**src/rtl/axis_golden_compare_ctrl.sv**
```systemverilog
// Golden-stream comparison run controller: joins DUT and golden AXI-streams,
// counts samples/mismatches, runs a stall watchdog. Optional: GOLD_CMP_BACKPRESSURE_EN.
module axis_golden_compare_ctrl #(
  parameter int DATA_WIDTH     = 10,
  parameter int SAMPLE_COUNT   = 1024,
  parameter int TIMEOUT_CYCLES = 10000,
  parameter int MAX_ERRORS     = 16,
  parameter int CNT_WIDTH      = 32
) (
  input  logic                  clk,
  input  logic                  rst,
  input  logic                  start,
  input  logic                  dut_valid,
  input  logic [DATA_WIDTH-1:0] dut_data,
  output logic                  dut_ready,
  input  logic                  gold_valid,
  input  logic [DATA_WIDTH-1:0] gold_data,
  output logic                  gold_ready,
  output logic                  busy,
  output logic                  done,
  output logic                  pass,
  output logic                  timeout,
  output logic [CNT_WIDTH-1:0]  sample_count,
  output logic [CNT_WIDTH-1:0]  mismatch_count,
  output logic [CNT_WIDTH-1:0]  first_err_index,
  output logic                  first_err_valid
);

  typedef enum logic [1:0] {
    IDLE = 2'd0,
    RUN  = 2'd1,
    DONE = 2'd2
  } state_t;

  localparam logic [CNT_WIDTH-1:0] SAMPLE_TARGET = CNT_WIDTH'(SAMPLE_COUNT);
  localparam logic [CNT_WIDTH-1:0] ERROR_LIMIT   = CNT_WIDTH'(MAX_ERRORS);
  localparam logic [CNT_WIDTH-1:0] WD_LIMIT      = CNT_WIDTH'(TIMEOUT_CYCLES - 1);
  localparam logic [CNT_WIDTH-1:0] CNT_ONE       = CNT_WIDTH'(1);
  localparam logic [CNT_WIDTH-1:0] CNT_MAX       = '1;
  localparam bit                   ZERO_RUN      = (SAMPLE_COUNT == 0);
  localparam bit                   ABORT_EN      = (MAX_ERRORS != 0);

  state_t               state;
  state_t               state_next;
  logic                 in_run;
  logic                 accept_en;
  logic                 xfer;
  logic                 mismatch;
  logic                 run_start;
  logic                 finish;
  logic                 wd_expire;
  logic                 hit_count;
  logic                 hit_errors;
  logic [CNT_WIDTH-1:0] watchdog;
  logic [CNT_WIDTH-1:0] sample_inc;
  logic [CNT_WIDTH-1:0] mismatch_inc;
  logic [CNT_WIDTH-1:0] sample_after;
  logic [CNT_WIDTH-1:0] mismatch_after;

  assign in_run = (state == RUN);
  assign busy   = in_run;
  assign done   = (state == DONE);

`ifdef GOLD_CMP_BACKPRESSURE_EN
  localparam logic [15:0] LFSR_SEED = 16'hACE1;
  logic [15:0] lfsr;

  // Reseeded on every run start so each run sees the same stall pattern.
  always_ff @(posedge clk or negedge rst) begin
    if (!rst) begin
      lfsr <= LFSR_SEED;
    end else if (run_start) begin
      lfsr <= LFSR_SEED;
    end else if (in_run) begin
      lfsr <= {lfsr[14:0], lfsr[15] ^ lfsr[13] ^ lfsr[12] ^ lfsr[10]};
    end
  end

  assign accept_en = lfsr[0];
`else
  assign accept_en = 1'b1;
`endif

  // Each ready depends only on the other stream's valid, so both advance together.
  assign dut_ready  = in_run && !ZERO_RUN && accept_en && gold_valid;
  assign gold_ready = in_run && !ZERO_RUN && accept_en && dut_valid;
  assign xfer       = in_run && !ZERO_RUN && accept_en && dut_valid && gold_valid;
  assign mismatch   = (dut_data != gold_data);

  assign sample_inc     = sample_count + CNT_ONE;
  assign mismatch_inc   = (mismatch_count == CNT_MAX) ? CNT_MAX : mismatch_count + CNT_ONE;
  assign sample_after   = xfer ? sample_inc : sample_count;
  assign mismatch_after = (xfer && mismatch) ? mismatch_inc : mismatch_count;

  assign hit_count  = xfer && (sample_inc == SAMPLE_TARGET);
  assign hit_errors = ABORT_EN && xfer && mismatch && (mismatch_inc == ERROR_LIMIT);

  // NOTE: every always_comb output gets a default first so no path infers a latch.
  always_comb begin
    state_next = state;
    run_start  = 1'b0;
    finish     = 1'b0;
    wd_expire  = 1'b0;
    unique case (state)
      IDLE, DONE: begin
        if (start) begin
          state_next = RUN;
          run_start  = 1'b1;
        end
      end
      RUN: begin
        // A transfer in the expiry cycle wins over the watchdog.
        wd_expire = !xfer && (watchdog == WD_LIMIT);
        if (ZERO_RUN || hit_count || hit_errors || wd_expire) begin
          state_next = DONE;
          finish     = 1'b1;
        end
      end
      default: state_next = IDLE;
    endcase
  end

  // NOTE: sequential state uses non-blocking assignments; reset is asynchronous active-low.
  always_ff @(posedge clk or negedge rst) begin
    if (!rst) begin
      state <= IDLE;
    end else begin
      state <= state_next;
    end
  end

  always_ff @(posedge clk or negedge rst) begin
    if (!rst) begin
      sample_count    <= '0;
      mismatch_count  <= '0;
      first_err_index <= '0;
      first_err_valid <= 1'b0;
      watchdog        <= '0;
      timeout         <= 1'b0;
      pass            <= 1'b0;
    end else if (run_start) begin
      sample_count    <= '0;
      mismatch_count  <= '0;
      first_err_index <= '0;
      first_err_valid <= 1'b0;
      watchdog        <= '0;
      timeout         <= 1'b0;
      pass            <= 1'b0;
    end else if (in_run) begin
      if (xfer) begin
        sample_count <= sample_inc;
        watchdog     <= '0;
        if (mismatch) begin
          mismatch_count <= mismatch_inc;
          if (!first_err_valid) begin
            first_err_index <= sample_count;
            first_err_valid <= 1'b1;
          end
        end
      end else begin
        watchdog <= watchdog + CNT_ONE;
      end
      if (finish) begin
        timeout <= wd_expire;
        pass    <= !wd_expire && (mismatch_after == '0) && (sample_after == SAMPLE_TARGET);
      end
    end
  end

endmodule
```
**config.mk**
```make
export PLATFORM = sky130hd
export DESIGN_NAME = axis_golden_compare_ctrl
export DESIGN_NICKNAME = d
export VERILOG_FILES = /design/src/rtl/axis_golden_compare_ctrl.sv
export SDC_FILE = /design/constraint.sdc
export NUM_CORES = 1
export LEC_CHECK = 0
export CAP_MARGIN = 20
export CORE_MARGIN = 5
export CORE_UTILIZATION = 40
export CTS_CLUSTER_DIAMETER = 120
export DETAILED_ROUTE_END_ITERATION = 10
export SKIP_LAST_GASP = 1
export SLEW_MARGIN = 15
export SYNTH_ARGS = -nofsm -noshare
export SYNTH_HDL_FRONTEND = slang
export SYNTH_SLANG_ARGS = --single-unit
```
**constraint.sdc**
```tcl
create_clock -name clk -period 4.1 [get_ports clk]
set_input_delay 0.615 -clock clk [delete_from_list [all_inputs] [get_ports clk]]
set_output_delay 0.615 -clock clk [all_outputs]
set_load 0.05 [all_outputs]
```
Word level (Yosys, flattened, before mapping)
Index checks and enable logic that the tools add are counted.
W data, S select, Z words.
{ "classes": {"n_addsub": 3, "eq_ne": 11, "mux": 35, "reduce_logical": 24} }
{ "ops": {"columns": ["op", "count"], "rows": [
  ["$mux W32", 17],
  ["$add A32 B1 Y32 const B", 3],
  ["$eq A32 B11 Y1 const B", 2],
  ["$eq A32 B14 Y1 const B", 1],
  ["$eq A32 B32 Y1 const B", 1],
  ["$eq A32 B5 Y1 const B", 1],
  ["$logic_not A32 Y1", 1],
  ["$mux W1", 15],
  ["$ne A10 B10 Y1", 1],
  ["$logic_and A1 B1 Y1", 9],
  ["$reduce_bool A2 Y1", 4],
  ["$mux W2", 2],
  ["$ne A2 B1 Y1 const B", 2],
  ["$pmux W2 S2", 1],
  ["$reduce_and A2 Y1", 2],
  ["$reduce_and A4 Y1", 1],
  ["$reduce_and A3 Y1", 1],
  ["$eq A2 B1 Y1 const B", 1],
  ["$eq A2 B2 Y1 const B", 1],
  ["$logic_not A1 Y1", 2],
  ["$logic_not A2 Y1", 1],
  ["$logic_or A1 B1 Y1", 2],
  ["$ne A2 B2 Y1 const B", 1],
  ["$reduce_or A2 Y1", 1]
]} }
{ "word_totals": {"regBits": 133, "inputBits": 25, "out_inout_bits": 103, "wordCells": 81} }

Depth between registers and ports, before layout
Gate-level depths: netlist of run 1.
{ "logic_depth": {"word_depth": 12, "ltp_mapped": 11} }

Worst setup path before layout of run 1
Ideal clock, no wire load.
{ "synth_path": {"kind": "flip-flop to flip-flop", "from": "register mismatch_count[0]", "to": "register pass", "arrival_ns": 3.326, "t_required_ns": 4.021, "path_slack_ns": 0.694, "stages_incl_launch_ff": 12, "path_buffers": 2, "synth_period_minus_slack_ns": 3.406, "cell_sequence": "dfrtp_1 > clkbuf_2 > nand4_4 > or3_1 > buf_4 > nor4b_1 > o211ai_1 > or4_4 > or4_1 > o21ai_1 > nand4_1 > mux2i_1"} }
{ "synth_via": {"elab_chain_cells": 10, "word_cells_on_any_way": 18} }
{ "synth_rtl": {"columns": ["item", "line_no", "rtl"], "rows": [
  ["from (decl)", "24", "output logic [CNT_WIDTH-1:0] mismatch_count,"],
  ["from (signal assigned)", "154", "mismatch_count <= mismatch_inc;"],
  ["$add A32 B1 Y32 / $eq A32 B32 Y1 (equally long branches)", "91", "assign mismatch_inc = (mismatch_count == CNT_MAX) ? CNT_MAX : mismatch_count + CNT_ONE;"],
  ["$mux W32", "91", null],
  ["$eq A32 B5 Y1", "96", "assign hit_errors = ABORT_EN && xfer && mismatch && (mismatch_inc == ERROR_LIMIT);"],
  ["$logic_and A1 B1 Y1", "96", null],
  ["$logic_or A1 B1 Y1 (2 in series)", "114", "if (ZERO_RUN || hit_count || hit_errors || wd_expire) begin"],
  ["$mux W1", "114", null],
  ["$mux W1", "104", "unique case (state)"],
  ["$reduce_bool A2 Y1 (no line)", null, null],
  ["$reduce_and A2 Y1 (no line)", null, null],
  ["to (signal assigned)", "165", "pass <= !wd_expire && (mismatch_after == '0) && (sample_after == SAMPLE_TARGET);"],
  ["to (decl)", "21", "output logic pass,"]
]} }
Parallel ways exist; a longest one is shown, timed or not. The select of a mux whose other input is x is not followed.
A chain may end at the register's enable or synchronous reset.

Final worst setup path of run 1
Same ends and word-level chain as after synthesis.

==> results of run 1 <==
## sequential cells by signal (all words and copies together) (netlist names)
name,cells
first_err_index,32
timeout,1
watchdog,32
pass,1
sample_count,32
mismatch_count,32
state,2
first_err_valid,1
## logic make-up after synthesis
family                     Yosys count
adders and majority gates            3
xor gates and xnor gates            53
buffers and inverters              106
muxes                               13
DFF                                133
and+or+nand+nor                    506
AOI/OAI and AO/OA                  223
## placed cells by master (no fill, tap or decap), types with 4 or more instances in the layout
cell type,instances
nor2_1,86
xnor2_1,31
o211ai_1,5
nor3_1,45
buf_4,28
or3_1,12
clkdlybuf4s50_1,126
a31oi_1,12
inv_1,19
nand2b_1,4
inv_6,6
o21ai_0,68
nand2_1,135
nand4_1,37
nor4b_1,4
or4_1,7
nor4_1,34
mux2i_1,10
a311oi_1,11
nand3_1,80
a21oi_1,66
or2_2,4
a211oi_1,10
dfrtp_1,133
and3_1,21
and2_1,8
and4_1,10
o21a_1,7
clkbuf_16,17
xor2_1,22
o31ai_1,11
## area by class of cell
type	count	area [um2]
multi-input combinational	798	4610
tap	270	338
clock inverter	15	169
fill	1998	10000
sequential	133	3330
inverter	19	71.3
timing repair buffer	155	1480
clock buffer	17	425
## path summary, 6_finish.rpt
kind / startpoint / cells past startpoint / end
setup reg to reg: mismatch_count[0] / 10 / pass
hold / removal: rst / 1 / watchdog[28]
max in group asynchronous: rst / 2 / watchdog[8]
min in group clk: first_err_index[16] / 2 / first_err_index[16]
hold reg to reg: first_err_index[16] / 2 / first_err_index[16]
setup / recovery: mismatch_count[0] / 10 / pass
## worst register-to-register path, cell delays in order (launching register included)
cell	delay [ps]
dfrtp_1	540
ha_1	290
nand3_1	340
nor4_1	560
and3_1	260
o22ai_1	80
or4_4	530
or4_1	520
o21ai_1	190
nand4_1	110
mux2i_1	150
## routing by layer
| metal | track usage | part of all wire |
|---|---|---|
| met5 | 0 | 0 |
| met2 | 0.321 | 0.42 |
| met1 | 0.341 | 0.46 |
| met3 | 0.0497 | 0.093 |
| met4 | 0.0694 | 0.022 |
## power by group
part	switching (mW)	internal [mW]	leakage, nW
sequential	0.240	1.43	1.82
combinational	1.06	0.512	1.97
clock	0.653	0.911	0.284
total	1.95	2.85	4.08
==> results.cfg, run 1 <==
[clock_network]
cts_resized = 0
tritoncts = yes
cts.htree.levels = 4
hold_buffers = 0
clockBufferDepth = 2
post_cts_buffers = 0
cts_buffers = 17
clk_pin_slew_ps = 70
cts_root_buf = clkbuf_16
cts.sinks = 133
insertion_delay_ps = 430

[cells_and_area]
fin_cells = 1407
drive_gt1_frac = 0.0721
stdcell_area_um2 = 10400
antenna_cells = 0
fin_util = 0.510
num-nets-final = 1152
area_growth_pct = 24.6

[yosys]
synthMuxAreaShare = 0.0160
ys_types = 63
postSynthAreaPerCell_um2 = 8.06
synth_edf_count = 0
synth_commonest_cells = nand2_1, dfrtp_1, nor2_1
syn_area_um2 = 8360
synthXorXnorAreaFrac = 0.0555
synth_top_area_share = 0.398
synth_warnings = 0
synth_fp_nets = 1065
yosysSeqAreaShare = 0.398
ys_async_sr_fraction = 1.00
ys.flop_type = dfrtp_1
synth_top_family_by_area = simple AND/OR/NAND/NOR gates
synth_compound_area_frac = 0.165
yosysMostFrequentCell = nand2_1
synth_simple_gate_area_share = 0.308
synth_fa_ha_area_frac = 0.00449
synthCells = 1037
synthTopCellsByArea = dfrtp_1, nand2_1, nand3_1, o21ai_0, a21oi_1
yosys_register_bits = 133
synth_top_area_cell = dfrtp_1

[sta]
fmax_mhz = 275
holdWs_ps = 274
slew-limit-headroom = 0.411
finalWorstSetupSlack_ps = 467
final-setup-viol-count = 0
finClkSkew_ps = 11.1
worstMarginPinSlew_ps = 883
slew_violations = 0
rsz0062_at_grt = false
setup-tns-final_ps = 0
post-route-period-util = 0.886
hold_viol = 0
fin_crit_ps = 3630

[floorplan]
io_pins = 128
start_util = 0.409
die_w_um = 155
coreArea_um2 = 20400
die_h_um = 155
num_rows = 52
die_area_um2 = 23900

[worst_setup_path]
reg2reg_slack_ps = 470
cp_max_fo = 9
crit_buf_inv = 0
crit_required_ps = 4450
crit_path_top_delay_cell = nor4_1
worstSetupPathType = flop to flop
crit_chain = ha_1, nand3_1, nor4_1, and3_1, o22ai_1, or4_4, or4_1, o21ai_1, nand4_1, mux2i_1
path_delay_family = simple AND/OR/NAND/NOR gates
cp-start-kind = flop
cp_slowest_stage_delay_ps = 560
cp_data_arrival_time_ps = 3980
endpoint_kind = flop

[power_and_ir_drop]
p_leak_nw = 4.08
peakVddDrop_mv = 0.302
power-per-cell-area_nw_per_um2 = 461
p_total_mw = 4.80

[status]
status = complete, no violations

[drt]
dr.pass1.iters = 6
num_vias = 8423
routed_wirelength_mm = 27.2
routedWlPerCell_um = 19.3
drt-initial-drc-count = 1064
drcViolationCount = 0
viasPerCell = 5.99
drt.antenna.violating_nets = 0

[place]
dp_slack_ps = 526
dp_hpwl_mm = 19.2
routabilityCongestion = 0.957
numPortBuffers = 127
place_area_um2 = 9820
dp_cells = 1374

[global_routing]
antenna_found_initial = 0
track_usage = 0.226
grt_pass1_wl_mm = 43.4
gr-total-overflow = 0
grt_pass1_vias = 7649
grt_max_degree = 93

[flow_run]
max-cap-violations = 0

[hold_path]
hp-class = input port to asynchronous set/reset pin
No activity file was read; power rests on OpenSTA's default activity.
==> inputs of run 2 (changes only) <==
- ABC_AREA: unset -> 1
==> results.cfg, run 2 <==
[sta]
post-route-period-util = 0.713
final-setup-viol-count = 0
setup-tns-final_ps = 0
worstMarginPinSlew_ps = 876
rsz0062_at_grt = false
slew-limit-headroom = 0.415
finClkSkew_ps = 9.47
slew_violations = 0
fmax_mhz = 342
hold_viol = 0
fin_crit_ps = 2920
finalWorstSetupSlack_ps = 1180

[cells_and_area]
mostFrequentLayoutCell = nand2_1
fin_util = 0.508
num-fill-cells = 2141
num-nets-final = 1427
seqCellArea_um2 = 3330
antenna_cells = 0
drive_gt1_frac = 0.0623
area_growth_pct = 24.8
layout_common_cells = nand2_1, nor2_1, inv_1
multi_input_area_um2 = 4510

[drt]
drcViolationCount = 0
routedWlPerCell_um = 15.9
drt-initial-drc-count = 699
viasPerCell = 5.20
num_vias = 8764
drt.antenna.violating_nets = 0
routed_wirelength_mm = 26.8
dr.pass1.iters = 7

[clock_network]
post_cts_buffers = 0
clk_pin_slew_ps = 60
cts_buffers = 17
cts_root_buf = clkbuf_16
tritoncts = yes
insertion_delay_ps = 420
cts.htree.levels = 4
clockBufferDepth = 2
cts.sinks = 133
cts_resized = 0
hold_buffers = 0

[place]
routabilityCongestion = 0.924
dp_slack_ps = 704
numPortBuffers = 127
dp_hpwl_mm = 20.0

[yosys]
synth_top_area_cell = dfrtp_1
ys_types = 45
synth_commonest_cells = nand2_1, nor2_1, inv_1
synthCells = 1271
yosysSeqAreaShare = 0.388
ys.flop_type = dfrtp_1
synth_top_area_share = 0.388
yosys_register_bits = 133
synth_fp_nets = 1299
postSynthAreaPerCell_um2 = 6.75
synth_edf_count = 0
ys_async_sr_fraction = 1.00
synthTopCellsByArea = dfrtp_1, nand2_1, nor2_1, inv_1, nand3_1
syn_area_um2 = 8580
yosysMostFrequentCell = nand2_1
synth_warnings = 0

[floorplan]
die_h_um = 156
die_w_um = 156
coreArea_um2 = 21100
die_area_um2 = 24500
io_pins = 128
start_util = 0.407
num_rows = 53

[global_routing]
track_usage = 0.220
grt_pass1_wl_mm = 43.4
grt_pass1_vias = 8282
grt_max_degree = 90
gr-total-overflow = 0
antenna_found_initial = 0

[worst_setup_path]
worstSetupPathType = input port to flop
crit_chain = clkdlybuf4s50_1, inv_1, nor3_4, nand2_1, inv_2, nor2_1, inv_1, o21ai_0
crit_top_cell = inv_1
cp_max_fo = 34
cp_slowest_stage_delay_ps = 690
crit_path_top_delay_cell = inv_1
crit_required_ps = 4360
cp-start-kind = input port
endpoint_kind = flop
cp_data_arrival_time_ps = 3180
reg2reg_slack_ps = 1360

[power_and_ir_drop]
power-per-cell-area_nw_per_um2 = 541
peakVddDrop_mv = 0.301
p_leak_nw = 4.88
p_total_mw = 5.80

[flow_run]
max-cap-violations = 0

[hold_path]
hp-class = input port to asynchronous set/reset pin

[status]
status = complete, no violations
run 2: changes by cell type after synthesis, moves of 24 or more:
cell,delta
nor3_1,-27
xnor2_1,-24
nand2_1,+211
inv_1,+146
nand3_1,+26
a21oi_1,-43
clkbuf_1,-54
nor2_1,+100
run 2: final cells by class:
class / instances / area share
inverters: 170 / 0.0596
flip-flops and latches: 133 / 0.311
repair buffers: 136 / 0.125
well taps: 275 / 0.0321
clock inverters: 14 / 0.0105
multi-input cells: 941 / 0.421
clock buffers: 18 / 0.0410
run 2: metrics by stage:
step	instance area [um2]	hold slack [ps]	cells
2_1_floorplan	8580	319	1271
3_3_place_gp	10200	478	1655
3_5_place_dp	10200	481	1655
4_1_cts	10700	320	1687
5_1_grt	10700	339	1687
6_report	10700	262	1687
run 2: critical path, delay by kind of cell:
family	cells	cell delay, ps
buf+inv	4	1720
compound gates	1	200
simple gates	3	630
run 2: worst paths after layout:
path | startpoint | end | cells past startpoint
worst max-delay path | dut_valid | mismatch_count[12] | 8
worst min register to register | first_err_index[21] | first_err_index[21] | 1
worst max register to register | state[0] | mismatch_count[12] | 7
min in group clk | first_err_index[21] | first_err_index[21] | 1
max in group asynchronous | rst | sample_count[12] | 2
worst min-delay path | rst | mismatch_count[17] | 1
run 2: cells by family (layout without fill, tap and decap cells):
kind of cell | Yosys count | count (layout) | synth area share
and+or+nand+nor | 751 | 751 | 0.388
xor gates and xnor gates | 26 | 26 | 0.0274
buffers and inverters | 197 | 338 | 0.0885
adders and majority gates | 3 | 3 | 0.00437
DFF | 133 | 133 | 0.388
AOI/OAI and AO/OA | 161 | 161 | 0.104
run 2: routing by layer:
layer,part of all wire,vias up,GRT usage,wire length (um)
met5,0,-,0,0
met4,0.023,0,0.0715,624
met3,0.058,55,0.0384,1560
met2,0.47,262,0.354,12500
met1,0.45,4100,0.303,12100
li1,-,4347,-,-
run 2: where the power goes:
group	total (mW)	leakage, nW	internal (mW)	switching, mW
Clock	1.45	0.279	0.843	0.609
Combinational	2.42	2.94	0.769	1.65
Sequential	1.92	1.66	1.56	0.363
==> inputs of run 3 (changes only) <==
- clock period: 4.1 -> 2.63 ns (I/O delays scaled with it)
==> results.cfg, run 3 (synthesis results as in run 2) <==
[worst_setup_path]
r2r-start = sample_count[0]
cp-start-kind = flop
reg2reg_slack_ps = 180
rr_worst_depth = 19
worstSetupPathType = flop to output port
cp_max_fo = 7
r2r_end = pass
cp-startpoint = state[0]
endpoint_kind = output port
crit_required_ps = 2240
cp_data_arrival_time_ps = 2090

[cells_and_area]
area_growth_pct = 30.0
antenna_cells = 0
drive_gt1_frac = 0.0977
mostFrequentLayoutCell = nand2_1
fin_util = 0.529
fin_cells = 1728
layout_common_cells = nand2_1, nor2_1, inv_1
num-nets-final = 1468

[sta]
fin_crit_ps = 2480
holdWs_ps = 494
final-setup-viol-count = 0
fmax_mhz = 403
post-route-period-util = 0.944
setup-tns-final_ps = 0
finClkSkew_ps = 13.7
hold_viol = 0
slew_violations = 0
worstMarginPinSlew_ps = 628
slew-limit-headroom = 0.582

[clock_network]
insertion_delay_ps = 430
cts_buffers = 17
cts.htree.levels = 4
clockBufferDepth = 2
clk_pin_slew_ps = 60
tritoncts = yes
cts.sinks = 133
cts_root_buf = clkbuf_16

[drt]
dr.pass1.iters = 5
routedWlPerCell_um = 15.6
drt.antenna.violating_nets = 0
num_vias = 8984
routed_wirelength_mm = 27.0
drt-initial-drc-count = 739
viasPerCell = 5.20
drcViolationCount = 0

[floorplan]
die_area_um2 = 24500
die_h_um = 156
num_rows = 53
start_util = 0.407
coreArea_um2 = 21100
io_pins = 128
die_w_um = 156

[flow_run]
max-cap-violations = 0

[place]
dp_cells = 1691
routabilityCongestion = 0.948
numPortBuffers = 127
dp_hpwl_mm = 20.3

[hold_path]
worstHoldPathCells = 1
hp-start = first_err_index[28]
min_to = first_err_index[28]
hp-class = flop to flop

[power_and_ir_drop]
peakVddDrop_mv = 0.400
p_leak_nw = 5.11
power-per-cell-area_nw_per_um2 = 841

[global_routing]
antenna_found_initial = 0
grt_max_degree = 67
grt_pass1_wl_mm = 43.3
track_usage = 0.220
gr-total-overflow = 0
grt_pass1_vias = 8362

[status]
status = complete, no violations
[run 3: worst max path at each step]
| stage | end | slack (ps) | cells after the start |
|---|---|---|---|
| after CTS | busy | 120 | 3 |
| after floorplan | pass | 180 | 17 |
| final | busy | 150 | 3 |
| after detailed placement | pass | -40 | 16 |
| after global routing | pass | -7 | 18 |
| after global placement | pass | -30 | 16 |
[run 3: area by class of cell]
cell class,count,area (um2)
fillers,2111,9930
multi-input cells,942,4540
flip-flops and latches,133,3330
repair buffers,176,1700
inverters,170,638
clock buffers,19,453
well taps,275,344
clock inverters,13,146
[run 3: critical path: stages, from the launching register on]
cell and delay [ps]:
dfrtp_1 430, nand2_2 170, inv_1 220, clkdlybuf4s50_1 850
[run 3: report_power, final]
part           internal [mW]  switching (mW)
Combinational           1.32            2.70
Clock                   1.46           0.973
Sequential              2.44           0.493
Total                   5.22            4.17
[run 3: what timing repair did]
item                                    4_1_cts  5_1_grt
endpoints found under the setup margin        0        3
hold buffers                                  1        0
gates resized for setup                       0       14
hold endpoints to repair                     36        0
setup buffers                                 0        3
[run 3: routing by layer]
layer,vias to the layer above,track usage,wire length (um)
li1,4447,-,-
met1,4196,0.304,12100
met2,310,0.355,12700
met3,31,0.0476,1810
met4,0,0.0529,359
met5,-,0,0
[run 3: metrics by stage]
stage	total power [mW]	worst slack (ps)	instance area, um2
2_1_floorplan	5.45	177	8580
3_3_place_gp	6.95	-25.2	10500
3_5_place_dp	6.95	-40.3	10500
4_1_cts	9.42	123	11100
5_1_grt	9.92	-7.47	11200
6_report	9.39	148	11200
